===== src/rtl/pwm_duty_sequencer_if.sv =====
// Host register-write channel for pwm_duty_sequencer.
// The host drives valid/addr/data; the sequencer answers with ready.
interface pwm_duty_sequencer_if;
    logic       wr_valid;
    logic [2:0] wr_addr;
    logic [7:0] wr_data;
    logic       wr_ready;

    modport master (
        output wr_valid,
        output wr_addr,
        output wr_data,
        input  wr_ready
    );

    modport slave (
        input  wr_valid,
        input  wr_addr,
        input  wr_data,
        output wr_ready
    );
endinterface


===== src/rtl/pwm_duty_sequencer.sv =====
// Ramps the PWM duty cycle toward a target in prescaled steps, committing each step at a PWM period boundary.
// Optional feature macro: PWM_SEQ_BOUNCE_EN (ping-pong between start value and target until aborted).
module pwm_duty_sequencer #(
    parameter int unsigned DIV_W = 16
) (
    input  logic                 clk,
    input  logic                 rst,
    pwm_duty_sequencer_if.slave  wr,
    input  logic                 period_end,
    output logic [7:0]           duty_out,
    output logic                 duty_update,
    output logic                 busy,
    output logic                 done
);

    localparam int unsigned DUTY_W = 8;
    localparam int unsigned ADDR_W = 3;

    localparam logic [ADDR_W-1:0] A_TARGET  = ADDR_W'(0);
    localparam logic [ADDR_W-1:0] A_STEP    = ADDR_W'(1);
    localparam logic [ADDR_W-1:0] A_PRE_LO  = ADDR_W'(2);
    localparam logic [ADDR_W-1:0] A_PRE_HI  = ADDR_W'(3);
    localparam logic [ADDR_W-1:0] A_CTRL    = ADDR_W'(4);
    localparam logic [ADDR_W-1:0] A_DUTY    = ADDR_W'(5);

    localparam logic [DIV_W-1:0] PRE_LO_MASK = DIV_W'(8'hFF);

    typedef enum logic [1:0] {
        IDLE  = 2'd0,
        RAMP  = 2'd1,
        APPLY = 2'd2
    } state_t;

    state_t              state, state_n;
    logic [DUTY_W-1:0]   duty_n;
    logic                duty_update_n;
    logic                busy_n;
    logic                done_n;
    logic [DUTY_W-1:0]   target, target_n;
    logic [DUTY_W-1:0]   step, step_n;
    logic [DIV_W-1:0]    prescale, prescale_n;
    logic                bounce, bounce_n;
    logic [DUTY_W-1:0]   start_val, start_val_n;
    logic [DUTY_W-1:0]   pend, pend_n;
    logic [DIV_W-1:0]    cnt, cnt_n;

    logic                wr_fire;
    logic                ctrl_wr;
    logic                start_req;
    logic                abort_req;
    logic                bounce_req;
    logic [DUTY_W-1:0]   step_eff;
    logic [DUTY_W-1:0]   ramp_val;

    // Only ctrl (abort) writes may land while a ramp is in flight.
    always_comb begin
        wr.wr_ready = (state == IDLE) || (wr.wr_addr == A_CTRL);
    end

    always_comb begin
        wr_fire   = wr.wr_valid && wr.wr_ready;
        ctrl_wr   = wr_fire && (wr.wr_addr == A_CTRL);
        abort_req = ctrl_wr && wr.wr_data[1];
        start_req = ctrl_wr && wr.wr_data[0] && !wr.wr_data[1];
`ifdef PWM_SEQ_BOUNCE_EN
        bounce_req = wr.wr_data[2];
`else
        bounce_req = 1'b0;
`endif
    end

    // One step toward target, clamped at target so the 8-bit value never overshoots or wraps.
    always_comb begin
        step_eff = (step == '0) ? DUTY_W'(1) : step;
        ramp_val = duty_out;
        if (target >= duty_out) begin
            if ((target - duty_out) <= step_eff) ramp_val = target;
            else                                 ramp_val = duty_out + step_eff;
        end else begin
            if ((duty_out - target) <= step_eff) ramp_val = target;
            else                                 ramp_val = duty_out - step_eff;
        end
    end

    // Next-state and next-output logic.
    always_comb begin
        state_n       = state;
        duty_n        = duty_out;
        duty_update_n = 1'b0;
        done_n        = 1'b0;
        target_n      = target;
        step_n        = step;
        prescale_n    = prescale;
        bounce_n      = bounce;
        start_val_n   = start_val;
        pend_n        = pend;
        cnt_n         = cnt;

        unique case (state)
            IDLE: begin
                if (wr_fire) begin
                    unique case (wr.wr_addr)
                        A_TARGET: target_n = wr.wr_data;
                        A_STEP:   step_n   = wr.wr_data;
                        A_PRE_LO: prescale_n = (prescale & ~PRE_LO_MASK) | DIV_W'(wr.wr_data);
                        A_PRE_HI: prescale_n = (prescale & PRE_LO_MASK) | DIV_W'({wr.wr_data, 8'h00});
                        A_CTRL: begin
                            if (start_req) begin
                                start_val_n = duty_out;
                                cnt_n       = '0;
                                bounce_n    = bounce_req;
                                state_n     = RAMP;
                            end
                        end
                        A_DUTY: begin
                            duty_n        = wr.wr_data;
                            duty_update_n = 1'b1;
                        end
                        default: ;
                    endcase
                end
            end

            RAMP: begin
                if (abort_req) begin
                    done_n  = 1'b1;
                    state_n = IDLE;
                end else if (duty_out == target) begin
                    done_n  = 1'b1;
                    state_n = IDLE;
                end else if (cnt == prescale) begin
                    cnt_n   = '0;
                    pend_n  = ramp_val;
                    state_n = APPLY;
                end else begin
                    cnt_n = cnt + DIV_W'(1);
                end
            end

            APPLY: begin
                if (abort_req) begin
                    done_n  = 1'b1;
                    state_n = IDLE;
                end else if (period_end) begin
                    duty_n        = pend;
                    duty_update_n = 1'b1;
                    cnt_n         = '0;
                    if (pend == target) begin
                        done_n = 1'b1;
                        if (bounce) begin
                            target_n    = start_val;
                            start_val_n = target;
                            state_n     = RAMP;
                        end else begin
                            state_n = IDLE;
                        end
                    end else begin
                        state_n = RAMP;
                    end
                end
            end

            default: state_n = IDLE;
        endcase

        busy_n = (state_n != IDLE);
    end

    // State and output registers.
    always_ff @(posedge clk) begin
        if (rst) begin
            state       <= IDLE;
            duty_out    <= '0;
            duty_update <= 1'b0;
            busy        <= 1'b0;
            done        <= 1'b0;
            target      <= '0;
            step        <= DUTY_W'(1);
            prescale    <= '0;
            bounce      <= 1'b0;
            start_val   <= '0;
            pend        <= '0;
            cnt         <= '0;
        end else begin
            state       <= state_n;
            duty_out    <= duty_n;
            duty_update <= duty_update_n;
            busy        <= busy_n;
            done        <= done_n;
            target      <= target_n;
            step        <= step_n;
            prescale    <= prescale_n;
            bounce      <= bounce_n;
            start_val   <= start_val_n;
            pend        <= pend_n;
            cnt         <= cnt_n;
        end
    end

endmodule


===== src/flat_wrapper.sv =====
// flat-port wrapper written by rule: the top's interface ports become plain ports
module pwm_duty_sequencer_flat 
#(
    parameter int unsigned DIV_W = 16
)
  (clk, rst, period_end, duty_out, duty_update, busy, done, wr_wr_valid, wr_wr_addr, wr_wr_data, wr_wr_ready);
  pwm_duty_sequencer_if wr_i ();
  input  logic clk;
  input  logic rst;
  input  logic period_end;
  output logic [7:0] duty_out;
  output logic duty_update;
  output logic busy;
  output logic done;
  input wire logic [$bits(wr_i.wr_valid)-1:0] wr_wr_valid;
  input wire logic [$bits(wr_i.wr_addr)-1:0] wr_wr_addr;
  input wire logic [$bits(wr_i.wr_data)-1:0] wr_wr_data;
  output wire logic [$bits(wr_i.wr_ready)-1:0] wr_wr_ready;
  assign wr_i.wr_valid = wr_wr_valid;
  assign wr_i.wr_addr = wr_wr_addr;
  assign wr_i.wr_data = wr_wr_data;
  assign wr_wr_ready = wr_i.wr_ready;
  pwm_duty_sequencer #(.DIV_W(DIV_W)) u_core (.clk(clk), .rst(rst), .wr(wr_i), .period_end(period_end), .duty_out(duty_out), .duty_update(duty_update), .busy(busy), .done(done));
endmodule

===== config.mk =====
export PLATFORM = sky130hd
export DESIGN_NAME = pwm_duty_sequencer_flat
export DESIGN_NICKNAME = d
export VERILOG_FILES = /design/src/rtl/pwm_duty_sequencer_if.sv /design/src/rtl/pwm_duty_sequencer.sv /design/src/flat_wrapper.sv
export SDC_FILE = /design/constraint.sdc
export NUM_CORES = 1
export LEC_CHECK = 0
export CAP_MARGIN = 20
export CORE_ASPECT_RATIO = 0.5
export CORE_MARGIN = 5
export CORE_UTILIZATION = 43
export CTS_CLUSTER_SIZE = 12
export DETAILED_ROUTE_END_ITERATION = 8
export GPL_ROUTABILITY_DRIVEN = 0
export PLACE_DENSITY_LB_ADDON = 0.1
export SLEW_MARGIN = 20
export SYNTH_ARGS = -nofsm -noshare
export SYNTH_HDL_FRONTEND = slang
export SYNTH_SLANG_ARGS = --single-unit

===== constraint.sdc =====
create_clock -name clk -period 3.6 [get_ports clk]
set_input_delay 0.72 -clock clk [delete_from_list [all_inputs] [get_ports clk]]
set_output_delay 0.72 -clock clk [all_outputs]
set_load 0.005 [all_outputs]

# Word level (Yosys, flattened, before mapping)
# Index checks and enable logic that the tools add are counted.
classes:
  add_sub_neg: 5
  reduce_logical: 20
  magnitude_cmp: 3
  muxes: 43
  n_eq_ne: 20
  bitwise_logic: 5
ops:
  columns: ["op", "count"]
  rows:
  - ["2-to-1 mux 16 bit", 8]
  - ["2-to-1 mux 8 bit", 11]
  - ["one-hot mux 16 bit (3 select lines)", 1]
  - ["one-hot mux 16 bit (2 select lines)", 1]
  - ["subtractor 8 bit", 3]
  - ["adder 16 x 1 -> 16 bit (second input constant)", 1]
  - ["equality test 16 bit", 1]
  - ["equality test 8 bit", 2]
  - ["less-or-equal comparator 8 bit", 2]
  - ["2-to-1 mux 2 bit", 8]
  - ["OR 16 x 8 -> 16 bit", 1]
  - ["OR 8 x 16 -> 16 bit", 1]
  - ["one-hot mux 8 bit (2 select lines)", 1]
  - ["!= test 2 bit (second input constant)", 7]
  - ["2-to-1 mux 1 bit", 10]
  - ["adder 8 bit", 1]
  - [">= comparator 8 bit", 1]
  - ["zero test 8 bit", 1]
  - ["AND reduction 8 bit", 1]
  - ["AND reduction 7 bit", 1]
  - ["equality test 3 x 2 -> 1 bit (second input constant)", 2]
  - ["equality test 3 bit (second input constant)", 2]
  - ["!= test 2 x 1 -> 1 bit (second input constant)", 3]
  - ["one-hot mux 2 bit (3 select lines)", 1]
  - ["other kinds (15)", 25]
totals:
  word_cells: 106
  reg_bits: 69

# Logic depth before layout (Yosys ltp)
logic_depth:
  depth_word: 11
  ltp_mapped: 18
  ltp_nobuf: 17

# Worst setup path after synthesis
# No wires, ideal clock.
synth_path:
  path_kind: "reg2reg"
  start: "register u_core.duty_out[1]"
  end: "register u_core.pend[6]"
  n_path_buf: 0
  setup_ps: 122
  t_arrival_ps: 3207
  stages_incl_launch_ff: 14
  path_slack_ps: 272
  path_cell_list: "dfxtp_1 -> inv_1 -> fa_1 -> a211oi_2 -> o21bai_1 -> a21oi_1 -> xnor2_1 -> ha_1 -> nand4_1 -> nor2_1 -> a211oi_1 -> nor2_1 -> mux2i_1 -> a221o_1"
synth_via:
  elab_chain_len: 4
synth_lines:
  columns: ["element", "line_no", "rtl"]
  rows:
  - ["start: declaration", "pwm_duty_sequencer.sv:10", "output logic [7:0] duty_out,"]
  - ["start signal: assignment", "pwm_duty_sequencer.sv:186", "duty_out <= duty_n;"]
  - ["subtractor 8 bit (on tied branches)", "pwm_duty_sequencer.sv:80, pwm_duty_sequencer.sv:77", null]
  - ["less-or-equal comparator 8 bit (on tied branches)", "pwm_duty_sequencer.sv:80, pwm_duty_sequencer.sv:77", null]
  - ["2-to-1 mux 8 bit (on tied branches)", "pwm_duty_sequencer.sv:80, pwm_duty_sequencer.sv:77", null]
  - ["2-to-1 mux 8 bit", "pwm_duty_sequencer.sv:76", "if (target >= duty_out) begin"]
  - ["end signal: assignment", "pwm_duty_sequencer.sv:195", "pend <= pend_n;"]
  - ["end: declaration", "pwm_duty_sequencer.sv:44", "logic [DUTY_W-1:0] pend, pend_n;"]
# Several ways; a longest one is shown, not always the timed one.
# A chain may end at the register's enable or synchronous reset.

# Final worst setup path
layout_path:
  start: "register u_core.duty_out[0]"
  end: "register u_core.pend[6]"
# The elaborated chain is that of the path after synthesis.

==> key figures <==
STA
  • Clock Skews: 5.842 ps
  • Transition time of the tightest slew-check pin: between 700 and 800 ps
  • Final Hold Viols: 0
  • Fin crit share: between 90% and 100%
  • Final setup violation count: 0
  • Final hold slack: 504.0 ps
  • Fmax: approximately 300 MHz
  • Relative slew slack: between 40 and 50%
  • Setup_tns: 0 ps
  • Min cycle time layout: between 3000 and 4000 ps
  • Max-slew violations: 0
  • RSZ-0062 raised after global routing: no

Cells and area
  • Fin util: between 50% and 60%
  • Flip-flop and latch area: around 1400 um^2
  • Post-layout nets: 706
  • P&R area growth vs syn: 17.62%
  • Fillers: ~1.1k
  • Area of the multi-input gates: between 3000 and 4000 um^2
  • Fin cells: about 800
  • Layout cell share with drive strength beyond 1: under 10%
  • Post-route cell area: roughly 5900 um^2
  • Inserted Diodes: 0

GRT
  • Global Route met3 Usage: ~3.4%
  • Routing usage on met2: between 30% and 40%
  • Largest net degree at the start of global routing: 39
  • GRT Total Usage: between 20 and 25%
  • First-pass GRT wire length: roughly 23000 um
  • M1 GR Usage: just under 30%
  • Gr busiest metal: met2
  • GRT overflow: 0
  • Antenna violations before repair: 0
  • Vias in the first global route: 4278

Placed design
  • Number of port buffers: 26
  • DP Cell Count: 785
  • DP HPWL: 11080 um
  • Placed Area: about 5600 um^2

Route
  • Antenna Violating Nets Remaining: 0
  • Vias per inst: ~5.5
  • Routed wire length: roughly 14000 um
  • Vias: 4384
  • Pre-antenna DRT Iters: 5
  • Initial drt markers: around 340
  • # DRC: 0
  • Wire per inst: 17.46 um

CTS
  • Clk root buf: clkbuf_16
  • Clk buf depth: 2
  • Clock tree from TritonCTS: built
  • Clock-pin slew on the worst setup and hold paths: around 60 ps
  • CTS H-tree lvls: 3
  • Num Clock Sinks: 69
  • Worst skew pair latency: around 330 ps
  • TritonCTS Buffers: 9

Floorplan
  • Ports: 27
  • Core Box Area: between 10000 and 15000 um^2
  • Starting Density: between 40% and 50%
  • Die height: 86.35 um
  • Placement row count: 27
  • Die Wd: approximately 160 um
  • Die area: around 14000 um^2

Logic synthesis
  • Yosys top cell by area: dfxtp_1
  • Top post-synthesis cells by area: dfxtp_1 (28%), ha_1 (12%), mux2i_1 (8.0%), xor2_1 (6.8%), nor2_1 (5.2%)
  • Number of synthesized flops with an enable pin: 0
  • Syn Inst Count: around 600
  • Seq cells post-synth: between 60 and 70
  • Average size of a mapped cell: ~8.3 um^2
  • Yosys cell types: 58
  • Mapped Area: roughly 5000 um^2
  • Syn nets: between 600 and 700
  • Most frequent cell after synthesis: nor2_1
  • Synth cell count leaders: nor2_1 (70), dfxtp_1 (69), ha_1 (49)
  • Sequential share of the synthesized area: between 20 and 30%
  • Ys Warns: 0
  • Yosys top cell area share: between 20% and 30%
  • Async S/R FF share, synth: 0%
  • Post-synth top flop: dfxtp_1

Critical path
  • CP required: approximately 3800 ps
  • Crit. End Element: register
  • Critical Path Fanout Max: 11
  • Crit path arrival time: approximately 3500 ps
  • Critical Path Source Type: register
  • CP Class: reg -> reg

Pwr
  • Pleak: roughly 2.5 nW
  • Pwr dens: about 380 nW/um^2
  • Worst vdd ir: around 0.23 mV

Flow run
  • Max-Cap Viols: 0

Outcome
  • Run status: finished clean

Worst hold path
  • Worst Hold Class: reg -> reg
[report_power, final]
group / switching (mW) / leakage (nW) / internal [mW]
clock network: 0.320 / 0.143 / 0.553
registers: 0.0128 / 0.559 / 0.776
logic: 0.340 / 1.79 / 0.255
[per-stage QoR]
stage | total power, mW | worst slack [ps]
after floorplan | 1.184 | 271.5
after global placement | 1.362 | 198.6
after detailed placement | 1.362 | 112.0
after CTS | 2.235 | 120.7
after global routing | 2.367 | 7.853
final | 2.257 | 272.1
[worst paths after layout]
kind	startpoint	end	slack (ps)	cells after the start
worst max-delay path	u_core.duty_out[0]	u_core.pend[6]	270	16
worst min register to register	u_core.cnt[15]	u_core.cnt[15]	500	2
worst min-delay path	u_core.cnt[15]	u_core.cnt[15]	500	2
worst max register to register	u_core.duty_out[0]	u_core.pend[6]	270	16
[per-layer routing]
| layer | vias up | routed length, um |
|---|---|---|
| met5 | - | 0 |
| met4 | 0 | 174 |
| met3 | 14 | 602 |
| met2 | 92 | 6058 |
| met1 | 2076 | 7164 |
| li1 | 2202 | - |
[flip-flops by register name (all words and copies together), names as in the netlist]
signal	cells
u_core.busy	1
u_core.cnt	16
u_core.done	1
u_core.duty_out	8
u_core.duty_update	1
u_core.pend	8
u_core.prescale	16
u_core.state	2
u_core.step	8
u_core.target	8
[kinds of logic (layout without fill, tap and decap cells)]
group / count (synthesis) / after routing / synth area share, %
AOI/OAI and AO/OA: 137 / 137 / 18.10
buffers and inverters: 70 / 112 / 5.367
DFF: 69 / 69 / 27.56
xor gates and xnor gates: 53 / 53 / 9.261
and+or+nand+nor: 178 / 178 / 17.67
adders and majority gates: 53 / 53 / 13.83
muxes: 41 / 41 / 8.213
[critical path, stage by stage (launching register included)]
cell and delay (ps):
dfxtp_2 340, inv_1 80, ha_1 140, inv_1 50, fa_1 410, a21oi_1 150, nor2_1 60, nor2_1 160
o21bai_1 80, a21oi_1 170, xnor2_1 140, ha_1 260, and4_1 220, nor2b_1 130, a22o_2 320, mux2i_1 160
a221o_1 340
[placed cells by master, fill, tap and decap left out, types with 15 or more instances in the layout]
cell type | synthesis | routed
nand3_1 | 15 | 15
nand4_1 | 17 | 17
nand2_1 | 20 | 20
nor2_1 | 70 | 68
ha_1 | 49 | 49
o21ai_0 | 30 | 28
a21oi_1 | 34 | 32
inv_1 | 43 | 43
dfxtp_1 | 69 | 67
xor2_1 | 39 | 39
clkdlybuf4s50_1 | 0 | 25
buf_4 | 0 | 27
mux2i_1 | 40 | 40
[what timing repair did]
item,CTS,global route
setup buffers,0,1
hold buffers,0,0
endpoints found under the hold margin,0,0
endpoints found under the setup margin,0,8
resized for setup,0,16
[cell type report]
cell class              count  share of cell area [%]
clock inverters             4                  0.8065
clock buffers              12                   4.181
inverters                  43                   2.738
multi-input cells         462                   57.66
flip-flops and latches     69                   23.47
well taps                 159                   3.374
repair buffers             53                   7.767
No activity file was read; power rests on OpenSTA's default activity.
